`src/rtl/scan_display_mux.sv`:
```
// scan_display_mux: time-multiplexed 7-segment driver with PWM brightness
// and a pending buffer that is handed to the display only at frame boundaries.
module scan_display_mux #(
  parameter int NUM_DIGITS = 4,
  parameter int CLK_DIV    = 100000
) (
  input  logic                    clk,
  input  logic                    rst_n,
  input  logic [4*NUM_DIGITS-1:0] digit_data,
  input  logic [NUM_DIGITS-1:0]   dp_in,
  input  logic [NUM_DIGITS-1:0]   digit_en,
  input  logic                    load,
  input  logic [3:0]              brightness,
  output logic [NUM_DIGITS-1:0]   anode_ON,
  output logic [6:0]              seg,
  output logic                    dp_n,
  output logic                    frame_done
);
  localparam int PW = $clog2(CLK_DIV);
  localparam int IW = NUM_DIGITS > 1 ? $clog2(NUM_DIGITS) : 1;
  localparam logic [6:0] SEG_LUT [16] = '{
    7'b1000000, 7'b1111001, 7'b0100100, 7'b0110000,
    7'b0011001, 7'b0010010, 7'b0000010, 7'b1111000,
    7'b0000000, 7'b0010000, 7'b0001000, 7'b0000011,
    7'b1000110, 7'b0100001, 7'b0000110, 7'b0001110
  };
  logic [PW-1:0]           presc_q, presc_d;
  logic [IW-1:0]           idx_q, idx_d;
  logic [4*NUM_DIGITS-1:0] pend_data_q, act_data_q;
  logic [NUM_DIGITS-1:0]   pend_dp_q, pend_en_q, act_dp_q, act_en_q;
  logic                    pend_valid_q;
  logic                    slot_end, boundary, lit;
  logic [24:0]             on_limit;
  logic [3:0]              nibble;
  always_comb begin
    slot_end = presc_q == PW'(CLK_DIV - 1);
    boundary = slot_end && idx_q == IW'(NUM_DIGITS - 1);
    presc_d  = slot_end ? '0 : presc_q + 1'b1;
    idx_d    = slot_end ? (boundary ? '0 : idx_q + 1'b1) : idx_q;
    on_limit = ((25'(brightness) + 25'd1) * 25'(CLK_DIV)) >> 4;
    // prescaler 0 is always dark so the anode switch never ghosts the previous digit
    lit      = presc_q != '0 && 25'(presc_q) < on_limit && act_en_q[idx_q];
    nibble   = act_data_q[{idx_q, 2'b00} +: 4];
  end
  always_ff @(posedge clk or negedge rst_n) begin
    if (!rst_n) begin
      presc_q      <= '0;
      idx_q        <= '0;
      pend_data_q  <= '0;
      pend_dp_q    <= '0;
      pend_en_q    <= '0;
      act_data_q   <= '0;
      act_dp_q     <= '0;
      act_en_q     <= '0;
      pend_valid_q <= 1'b0;
      anode_ON     <= '1;
      seg          <= '1;
      dp_n         <= 1'b1;
      frame_done   <= 1'b0;
    end else begin
      presc_q    <= presc_d;
      idx_q      <= idx_d;
      frame_done <= boundary;
      anode_ON   <= lit ? ~(NUM_DIGITS'(1) << idx_q) : '1;
      seg        <= lit ? SEG_LUT[nibble] : '1;
      dp_n       <= ~(lit && act_dp_q[idx_q]);
      if (load) begin
        pend_data_q <= digit_data;
        pend_dp_q   <= dp_in;
        pend_en_q   <= digit_en;
      end
      // a load on the boundary bypasses the pending buffer entirely
      if (boundary && (load || pend_valid_q)) begin
        act_data_q <= load ? digit_data : pend_data_q;
        act_dp_q   <= load ? dp_in : pend_dp_q;
        act_en_q   <= load ? digit_en : pend_en_q;
      end
      pend_valid_q <= boundary ? 1'b0 : (load || pend_valid_q);
    end
  end
endmodule
```
`config.mk`:
```
export PLATFORM = sky130hd
export DESIGN_NAME = scan_display_mux
export DESIGN_NICKNAME = d
export VERILOG_FILES = /design/src/rtl/scan_display_mux.sv
export SDC_FILE = /design/constraint.sdc
export NUM_CORES = 1
export LEC_CHECK = 0
export BUFFER_PORTS_ARGS = -buffer_cell sky130_fd_sc_hd__buf_2
export CAP_MARGIN = 20
export CORE_MARGIN = 4
export CORE_UTILIZATION = 45
export DETAILED_ROUTE_END_ITERATION = 12
export GPL_TIMING_DRIVEN = 0
export PLACE_DENSITY = 0.62
export SLEW_MARGIN = 20
export SYNTH_ARGS = -nofsm -noshare
export SYNTH_HDL_FRONTEND = slang
export SYNTH_SLANG_ARGS = --single-unit
```
`constraint.sdc`:
```
create_clock -name clk -period 2.7 [get_ports clk]
set_input_delay 0.27 -clock clk [delete_from_list [all_inputs] [get_ports clk]]
set_output_delay 0.27 -clock clk [all_outputs]
set_load 0.02 [all_outputs]
```
; ---- After elaboration in Yosys (flattened, before gate mapping)
; Memories as Yosys holds them, arrays and structs flattened.
; Index checks and enable logic that the tools add are counted.
[word_totals]
register_bits = 81
romBits = 112
output_inout_bits = 13
memories = 1
[classes]
n_addsub = 3
mul = 1
n_lt_le_gt_ge = 3
n_eq_ne = 2
shift = 2
n_mux = 14
bitwise_logic = 3
reduce_logical = 7
[memory_table]
columns = name, words, width, rd, rd_clocked_by_memory_dff, write_ports, line
row1 = (no name shown), 16, 7, 1, 0, 0, 65  ; seg <= lit ? SEG_LUT[nibble] : '1;
[ops]
columns = operator, count
row1 = $mux W7, 3
row2 = $lt A17 B18 Y1, 1
row3 = $add A17 B1 Y17 const B, 1
row4 = $eq A17 B17 Y1 const B, 1
row5 = $mul A5 B12 Y17 const B, 1
row6 = $mux W17, 1
row7 = $reduce_bool A17 Y1, 1
row8 = $mux W16, 1
row9 = $shiftx A16 B5 Y4, 1
row10 = $mux W4, 3
row11 = $add A4 B1 Y5 const B, 1
row12 = $ge A5 B5 Y1 const B, 1
row13 = $logic_and A1 B1 Y1, 5
row14 = $not A4 Y5, 1
row15 = $bmux W1 S2, 2
row16 = $not A4 Y4, 1
row17 = $shl A1 B2 Y4 const A, 1
row18 = $lt A2 B3 Y1 const B, 1
row19 = $mux W1, 3
row20 = $add A2 B1 Y2 const B, 1
row21 = $eq A2 B2 Y1 const B, 1
row22 = $mux W2, 1
row23 = $logic_or A1 B1 Y1, 1
row24 = $not A1 Y1, 1

; ---- Logic depth before layout (Yosys ltp)
; Gate-level depths: netlist of the first run.
[depth]
ltp_word = 7
ltp_mapped = 23

; ---- Worst setup path after synthesis of the first run
; Ideal clock, no wire load.
[synth_timing]
path_type = in2reg
from = input port brightness[0]
to = register seg[4]
setup_time_ns = 0.082
t_arrival_ns = 4.318
required_time_ns = 2.618
slack_ns = -1.699
path_stages = 20
path_cell_list = ha_1 xor2_1 ha_1 xor2_1 ha_1 ha_1 ha_1 a21o_1 a21oi_1 o21ai_0 a221o_1 a31oi_1 xor2_1 ha_1 nand3_1 or3_1 o21ai_0 nand4_1 clkbuf_1 o211ai_1
[synth_between]
elab_chain_cells = 6
[synth_lines]
columns = item, line
row1 = from (decl), 13  ; input logic [3:0] brightness,
row2 = $add A4 B1 Y5, 40  ; on_limit = ((25'(brightness) + 25'd1) * 25'(CLK_DIV)) >> 4;
row3 = $mul A5 B12 Y17, 40
row4 = $lt A17 B18 Y1, 42  ; lit = presc_q != '0 && 25'(presc_q) < on_limit && act_en_q[idx_q];
row5 = $logic_and A1 B1 Y1 (2 in a row), 42
row6 = $mux W7, 65
row7 = to (signal assigned), 65
row8 = to (decl), 15  ; output logic [6:0] seg,
; No other way between the ends.
; A chain may end at the register's enable or synchronous reset.

; ---- Worst setup path after layout of the first run
; Ends and elaborated chain as after synthesis.

==> results of run 1 <==
[metal layers]
| metal | track usage [%] | routed length, um |
|---|---|---|
| met3 | 4.15 | 311 |
| met2 | 24.0 | 4170 |
| met1 | 22.0 | 4670 |
| met4 | 3.16 | 90 |
| met5 | 0 | 0 |
[path summary, 6_finish.rpt]
check,endpoint,slack [ps],depth (start not counted)
max,seg[4],-1310,23
min,pend_data_q[1],160,2
max reg2reg,seg[3],400,10
min reg2reg,presc_q[0],500,1
max in group asynchronous,seg[1],1680,3
min in group asynchronous,idx_q[1],430,2
[layout make-up]
cell class | count | area (sq um) | share of cell area [%]
well taps | 136 | 170 | 2.94
repair buffers | 55 | 367 | 6.34
plain buffers | 12 | 72.6 | 1.26
clock buffers | 10 | 138 | 2.38
multi-input cells | 294 | 2860 | 49.5
flip-flops and latches | 81 | 2040 | 35.3
clock inverters | 6 | 41.3 | 0.714
inverters | 23 | 90.1 | 1.56
[power breakdown]
group	internal (W)	total (W)	switching, W	leakage (nW)
clock network	0.000358	0.000795	0.000437	0.0847
registers	0.00125	0.00126	0.00000889	1.02
logic	0.000342	0.000690	0.000348	1.55
total	0.00195	0.00274	0.000794	2.65
[synthesized netlist by cell type, drive strengths merged, types with 5 or more instances]
cell,count,area (sq um)
dfstp,12,315
a31oi,6,37.5
clkbuf,8,30.0
nand2,17,63.8
o211ai,5,37.5
xnor2,14,123
inv,23,86.3
dfrtp,69,1730
nor3,6,30.0
mux2,49,627
a21oi,19,95.1
ha,57,713
nand3,18,90.1
o21ai,14,73.8
xor2,16,140
nor2,22,82.6
nor4,6,58.8
nand4,7,43.8
mux4,6,135
[registers in the layout, summed over array words and instances, names as in the netlist, 7 cells and up]
register and cells:
presc_q 17, act_data_q 16, pend_data_q 16, seg 7
[cell families (layout without fill, tap and decap cells)]
family	Yosys count	in the layout	synth area share [%]
simple gates	91	91	9.84
other cells	1	1	0.0782
fa+ha+maj	58	58	15.3
compound gates	57	57	7.28
mux	57	57	16.3
xor+xnor	30	30	5.48
flops	81	81	42.6
buf+inv	35	106	3.11
[metrics by stage]
step | power, W | util (%)
finish | 0.00274 | 55.7
global route | 0.00294 | 55.7
CTS | 0.00276 | 55.3
detailed placement | 0.00190 | 51.2
global placement | 0.00188 | 50.9
floorplan | 0.00175 | -
[timing repair]
item	4_1_cts	5_1_grt
endpoints found under the hold margin	27	0
setup buffers	8	2
cloned	1	0
pin swaps	16	5
hold buffers	1	0
resized for setup	29	8
setup endpoints to repair	12	12
==> metrics.yaml, run 1 <==
run:
  drv_cap: 0
cts:
  clkSinkCount: 81
  htreeDepth: 3
  clockBufferDepth: 2
  clock_latency_ps: 350
  root_buffer: "clkbuf_8"
  path_clk_slew_ps: 80
  tritoncts: "built"
  cts_made_buffers: 9
setup_path:
  worstPathArrival_ps: 4280
  critical_path.top_delay_family: "adder cells"
  startpoint: "brightness[0]"
  reg2reg_from: "idx_q[0]"
  worstSetupStartpointType: "input port"
  critPathSlowestCell: "ha_1"
  end_kind: "register"
  cp_slowest_stage_delay_ps: 310
  cp_max_fo: 5
  path_buf_inv: 3
  cp_common_cell: "ha_4"
  crit_required_ps: 2970
  critPathKind: "input port to register"
  crit_chain: "buf_12 > ha_4 > xor2_4 > ha_4 > xor2_1 > ha_1 > ha_4 > ha_4 > buf_4 > nand4b_1 > a21oi_1 > or2_2 > a21o_1 > a21oi_2 > xor2_1 > ha_1 > a211oi_2 > o211ai_1 > a31oi_1 > o21ai_1 > nand4_1 > clkbuf_8 > o211ai_1"
global_route:
  grt_pass1_vias: 3289
  grt_max_degree: 46
  grt_antenna_before_repair: 0
  grt_usage_pct: 15.5
  grt.overflow.total: 0
  grt_pass1_wl_um: 15800
synthesis:
  yosysSeqAreaShare_pct: 42.6
  synthCells: 410
  synthFlopType: "dfrtp_1"
  synth_cell_types: 47
  avgSynthCellArea_sq_um: 11.7
  ys_ff_latch: 81
  syn_nets: 499
  ys.warnings.count: 0
  synth_area_sq_um: 4790
  synth_edf_count: 0
  async_flop_share_pct: 100
placement:
  place_ws_ps: -1970
  dpl.hpwl_um: 6840
  dp_cells: 589
  place_area_sq_um: 5310
  port_buffers: 42
  gp_congestion: 0.817
cells_and_area:
  layout.cells.most_common: "dfrtp_1"
  stdcell_area_sq_um: 5780
  final_nets: 565
  finalNonFillerCells: 617
  syn_to_final_growth_pct: 20.6
  drive_above_1_share_pct: 37.4
  diodes: 0
  fillers: 917
  final_cell_mix: "69 x dfrtp_1, 45 x ha_1, 40 x buf_2"
drt:
  wirelength_um: 9230
  antenna_left: 0
  dr.pass1.iters: 4
  vias_per_cell: 5.17
  drt-initial-drc-count: 118
  vias: 3188
  drc_errors: 0
  wl_per_cell_um: 15.0
sta:
  slew_violations: 0
  finalSetupViolations: 12
  worst_pin_slew_ps: 802
  period_share_pct: 149
  hold_viol_final: 0
  finalCriticalPeriod_ps: 4010
  clock.fmax_mhz: 249
  hold_slack_ps: 163
  setup_slack_ps: -1310
  rsz0062_at_grt: "true"
  finalClockSkew_ps: 9.94
  setup_tns_ps: -15400
  relSlewSlack_pct: 46.0
worst_hold_path:
  hold_path_class: "input port to register"
  min_from: "digit_data[1]"
die:
  initial_utilization_pct: 46.2
  pin_count: 44
  dieHeight_um: 111
  core_area_sq_um: 10400
  dieArea_sq_um: 12400
  fp.dieW_um: 111
  rows: 37
outcome:
  outcome: "finished with violations"
  violations: "negative setup slack"
pwr:
  worst_ir_drop_vdd_uv: 336
  leakagePower_nw: 2.65
  pwr_density_cell_nw_per_um2: 474
(Power assumes the default switching activity.)
==> run 2, diff against run 1 <==
--- a/config.mk
+++ b/config.mk
@@ -5,6 +5,7 @@
 export SDC_FILE = /design/constraint.sdc
 export NUM_CORES = 1
 export LEC_CHECK = 0
+export ABC_AREA = 1
 export BUFFER_PORTS_ARGS = -buffer_cell sky130_fd_sc_hd__buf_2
 export CAP_MARGIN = 20
 export CORE_MARGIN = 4
==> run 2 against run 1 <==
The flow still finishes with violations (negative setup slack). Non-clock buffer count increased by 13. Area after synthesis up 6.6%. Final cell count up 37%. Flip-flop and latch count is the same. Critical endpoint is now anode_ON[0]. Highest routed layer unchanged.
==> metrics.yaml, run 2 <==
drt:
  drt-initial-drc-count: 145
  wirelength_um: 11100
  drc_errors: 0
  antenna_left: 0
  dr.pass1.iters: 4
  vias_per_cell: 4.95
  vias: 4186
  wl_per_cell_um: 13.2
sta:
  hold_slack_ps: 165
  clock.fmax_mhz: 290
  worst_pin_slew_ps: 506
  finalClockSkew_ps: 11.6
  setup_slack_ps: -753
  relSlewSlack_pct: 66.3
  slew_violations: 0
  period_share_pct: 128
  finalSetupViolations: 12
  finalCriticalPeriod_ps: 3450
  hold_viol_final: 0
  rsz0062_at_grt: "true"
die:
  fp.dieW_um: 115
  dieHeight_um: 115
  pin_count: 44
  core_area_sq_um: 11000
  dieArea_sq_um: 13100
  rows: 38
  initial_utilization_pct: 46.5
cts:
  cts_made_buffers: 9
  root_buffer: "clkbuf_16"
  clockBufferDepth: 2
  clkSinkCount: 81
  clock_latency_ps: 330
  htreeDepth: 3
  tritoncts: "built"
  path_clk_slew_ps: 60
cells_and_area:
  reg_top3: "presc_q x17, act_data_q x16, pend_data_q x16"
  fillers: 1006
  regArea_sq_um: 2040
  drive_above_1_share_pct: 22.8
  syn_to_final_growth_pct: 23.3
  final_util_pct: 57.3
  diodes: 0
  final_cell_mix: "193 x nand2_1, 69 x dfrtp_1, 62 x inv_1"
  multi_input_area_sq_um: 2980
  final_nets: 789
  largest-register: "presc_q"
  largest_register_ffs: 17
  layout.cells.most_common: "nand2_1"
synthesis:
  ys.warnings.count: 0
  avgSynthCellArea_sq_um: 8.11
  ys_ff_latch: 81
  synthTopCellsByCount: "195 x nand2_1, 69 x dfrtp_1, 66 x inv_1, 59 x nand3_1, 57 x ha_1"
  yosys.area.top_type: "dfrtp_1"
  synth_cell_types: 46
  synthCells: 630
  yosysSeqAreaShare_pct: 40.0
  async_flop_share_pct: 100
  synth_top_area_share_pct: 33.8
  yosysMostFrequentCell: "nand2_1"
  synth_edf_count: 0
  synthFlopType: "dfrtp_1"
  synth_top_cells_by_area: "dfrtp_1 34%, nand2_1 14%, ha_1 14%, dfstp_2 6.2%, nand3_1 5.8%"
  synth_area_sq_um: 5110
  syn_nets: 719
setup_path:
  crit_required_ps: 2980
  worstPathArrival_ps: 3730
  worstSetupStartpointType: "input port"
  cp_max_fo: 5
  end_kind: "register"
  critPathKind: "input port to register"
pwr:
  leakagePower_nw: 3.23
  pwr_density_cell_nw_per_um2: 507
  worst_ir_drop_vdd_uv: 272
placement:
  port_buffers: 42
  gp_congestion: 0.831
  place_ws_ps: -1400
  dpl.hpwl_um: 8400
outcome:
  violations: "negative setup slack"
  outcome: "finished with violations"
global_route:
  grt_antenna_before_repair: 0
  grt_pass1_wl_um: 19600
  grt_usage_pct: 18.3
  grt.overflow.total: 0
  grt_max_degree: 48
  grt_pass1_vias: 4232
run:
  drv_cap: 0
worst_hold_path:
  hold_path_class: "input port to register"
==> run 2: worst paths after layout <==
path / cells after the start / endpoint / slack, ps / startpoint
max: 26 / anode_ON[0] / -750 / brightness[0]
min in group asynchronous: 2 / presc_q[10] / 440 / rst_n
min: 3 / pend_data_q[0] / 160 / digit_data[0]
max in group asynchronous: 3 / seg[6] / 1610 / rst_n
min reg2reg: 2 / act_en_q[2] / 470 / act_en_q[2]
max reg2reg: 9 / seg[5] / 360 / idx_q[1]
==> run 2: repair_timing <==
action,4_1_cts,5_1_grt
cloned,1,0
buffers inserted,11,4
hold buffers,1,0
gates resized for setup,32,6
setup endpoints to repair,12,12
endpoints found under the hold margin,34,0
pin swaps,13,11
==> run 2: cell type report <==
class / instances / area share [%]
Tap cell: 140 / 2.78
Inverter: 68 / 4.05
Sequential cell: 81 / 32.4
Buffer: 20 / 2.03
Clock inverter: 3 / 0.338
Timing Repair Buffer: 60 / 6.71
Clock buffer: 13 / 4.29
Multi-Input combinational cell: 460 / 47.4
==> run 2: logic make-up (layout without fill, tap and decap cells) <==
kind of cell,after synthesis,count (layout),synth area share [%]
adders and majority gates,58,58,14.4
DFF,81,81,40.0
and+or+nand+nor,318,318,27.6
xor gates and xnor gates,21,21,3.60
buffers and inverters,89,164,7.50
other,1,1,0.0734
AOI/OAI and AO/OA,62,62,6.91
==> run 2: metal layers <==
metal  GRT usage [%]  vias up  share of wire (%)
met1            25.1     1937                 50
met5               0        -                  0
met4            5.54        0                1.4
met2            29.4       56                 46
li1                -     2177                  -
met3            3.59       16                2.8
==> run 2: worst max-delay path, stage by stage <==
cell and delay (ps):
buf_12 110, ha_4 170, xor2_4 180, ha_4 170, xor2_1 150, ha_1 340, ha_4 180, ha_4 290
nand2_4 50, nor3_2 150, nand2_1 80, o211ai_2 100, nand3_1 110, nand2_1 80, xnor2_1 80, ha_1 310
a21oi_2 60, o31a_1 270, nand2_1 60, nand2_1 50, nand2_1 50, nand2_1 60, nand2_2 80, nand2_4 80
buf_8 140, nand3_2 60
==> run 2: power breakdown <==
group | switching (W) | internal [W] | total (W)
clock | 0.000482 | 0.000701 | 0.00118
sequential | 0.00000852 | 0.00125 | 0.00125
combinational | 0.000417 | 0.000342 | 0.000759
==> run 2: per-stage QoR <==
| step | setup TNS [ps] | area, sq um | cells | power [W] |
|---|---|---|---|---|
| after detailed placement | -16390 | 5670 | 813 | 0.00192 |
| after global routing | -10830 | 6300 | 845 | 0.00338 |
| after global placement | -15590 | 5640 | 812 | 0.00189 |
| after CTS | -8650 | 6240 | 841 | 0.00320 |
| final | -8920 | 6300 | 845 | 0.00320 |
| after floorplan | -9200 | 5260 | 630 | 0.00175 |
==> run 3, diff against run 2 <==
--- a/config.mk
+++ b/config.mk
@@ -12,7 +12,7 @@
 export CORE_UTILIZATION = 45
 export DETAILED_ROUTE_END_ITERATION = 12
 export GPL_TIMING_DRIVEN = 0
-export PLACE_DENSITY = 0.62
+export PLACE_DENSITY_LB_ADDON = 0.3
 export SLEW_MARGIN = 20
 export SYNTH_ARGS = -nofsm -noshare
 export SYNTH_HDL_FRONTEND = slang
==> run 3 against run 2 <==
The run still ends with negative setup slack left. Setup slack got worse by 160 ps. Die area unchanged. Global-route usage rose by 0.19 points. Sequential power barely moved. Non-clock buffer count stayed put. Core utilization shrank 0.38 points.
==> metrics.yaml, run 3 (synthesis gave the netlist of run 2 again) <==
drt:
  drc_errors: 0
  drt-initial-drc-count: 215
  wl_per_cell_um: 13.6
  wirelength_um: 11500
  vias: 4258
  vias_per_cell: 5.04
  dr.pass1.iters: 4
  antenna_left: 0
die:
  dieArea_sq_um: 13100
  pin_count: 44
  fp.dieW_um: 115
  dieHeight_um: 115
  rows: 38
  core_area_sq_um: 11000
  initial_utilization_pct: 46.5
global_route:
  grt_antenna_before_repair: 0
  grt_usage_pct: 18.5
  grt_pass1_wl_um: 19800
  grt_max_degree: 54
  grt_pass1_vias: 4308
  grt.overflow.total: 0
sta:
  rsz0062_at_grt: "true"
  setup_slack_ps: -913
  finalClockSkew_ps: 7.35
  slew_violations: 0
  clock.fmax_mhz: 277
  hold_slack_ps: 164
  finalSetupViolations: 12
  period_share_pct: 134
  finalCriticalPeriod_ps: 3610
  hold_viol_final: 0
setup_path:
  worstPathArrival_ps: 3890
  reg2reg_from: "idx_q[1]"
  r2r_setup_slack_ps: 430
  worstSetupStartpointType: "input port"
  r2r_end: "seg[3]"
  crit_required_ps: 2970
  critPathKind: "input port to register"
  reg2reg_depth: 11
  end_kind: "register"
  cp_max_fo: 5
placement:
  gp_congestion: 0.854
  port_buffers: 42
  dpl.hpwl_um: 8620
cells_and_area:
  layout.cells.most_common: "nand2_1"
  fillers: 970
  diodes: 0
  drive_above_1_share_pct: 21.7
  largest_register_ffs: 17
  final_nets: 789
  reg_top3: "presc_q x17, act_data_q x16, pend_data_q x16"
  final_util_pct: 57.0
  final_cell_mix: "192 x nand2_1, 69 x dfrtp_1, 64 x inv_1"
  syn_to_final_growth_pct: 22.5
  largest-register: "presc_q"
pwr:
  worst_ir_drop_vdd_uv: 386
  pwr_density_cell_nw_per_um2: 503
  leakagePower_nw: 3.22
worst_hold_path:
  hold_path_depth: 3
  min_to: "pend_data_q[0]"
  min_from: "digit_data[0]"
  hold_path_class: "input port to register"
cts:
  cts_made_buffers: 9
  path_clk_slew_ps: 60
  clkSinkCount: 81
  clock_latency_ps: 330
  tritoncts: "built"
  htreeDepth: 3
  clockBufferDepth: 2
  root_buffer: "clkbuf_16"
run:
  drv_cap: 0
outcome:
  outcome: "finished with violations"
  violations: "negative setup slack"
## run 3: worst max-delay path by stage
stage                              from           to  slack (ps)  cells after the start
after floorplan           brightness[1]       seg[0]        -790                     25
after global placement    brightness[0]  anode_ON[0]       -1320                     23
after detailed placement  brightness[0]  anode_ON[0]       -1440                     23
after CTS                 brightness[0]  anode_ON[0]        -870                     27
after global routing      brightness[0]       seg[4]       -1140                     28
final                     brightness[0]  anode_ON[0]        -910                     26
## run 3: per-stage QoR
| step | area (sq um) | setup WS, ps | cells | total power [W] | setup TNS, ps |
|---|---|---|---|---|---|
| final | 6260 | -913 | 845 | 0.00315 | -9930 |
| after CTS | 6220 | -866 | 841 | 0.00314 | -9390 |
| after floorplan | 5260 | -790 | 630 | 0.00175 | -9200 |
| after detailed placement | 5670 | -1440 | 813 | 0.00193 | -16780 |
| after global placement | 5640 | -1320 | 812 | 0.00189 | -15450 |
| after global routing | 6260 | -1140 | 845 | 0.00334 | -12710 |
## run 3: worst max-delay path, cell delays in order
cell      delay [ps]
buf_12           110
ha_4             170
xor2_4           240
ha_4             180
xor2_1           160
ha_1             280
ha_4             180
ha_4             280
nand2_4           50
buf_4            120
o211ai_2         220
nand3_1          110
nand2_1           90
xnor2_1           80
ha_1             310
a21oi_1           70
o31a_1           270
nand2_1           60
nand2_1           50
nand2_1           70
nand2_2           50
nand2_2           70
nand2_4           80
buf_6            130
buf_8            120
nand3_2           60
## run 3: layout make-up
| class | instances | area [sq um] | area share (%) |
|---|---|---|---|
| inverter | 68 | 258 | 4.12 |
| clock buffer | 9 | 225 | 3.60 |
| timing repair buffer | 60 | 427 | 6.82 |
| multi-input combinational | 460 | 2950 | 47.1 |
| clock inverter | 7 | 55.1 | 0.880 |
| buffer | 20 | 128 | 2.04 |
| sequential | 81 | 2040 | 32.6 |
| tap | 140 | 175 | 2.80 |
## run 3: metal layers
| layer | global-route usage [%] | vias to the layer above | share of wire [%] |
|---|---|---|---|
| li1 | - | 2183 | - |
| met1 | 24.2 | 1993 | 46 |
| met5 | 0 | - | 0 |
| met2 | 32.6 | 74 | 50 |
| met4 | 3.88 | 0 | 0.81 |
| met3 | 2.64 | 8 | 2.8 |
## run 3: power breakdown
part / internal [W] / switching [W] / total [W]
logic: 0.000349 / 0.000418 / 0.000767
registers: 0.00125 / 0.00000938 / 0.00126
clock network: 0.000628 / 0.000499 / 0.00113
## run 3: repair_timing
item,CTS,global route
setup endpoints to repair,12,12
gates resized for setup,30,3
pin swaps,17,3
setup buffers,11,4
endpoints found under the hold margin,25,0
gates cloned,1,0
hold buffers,1,0
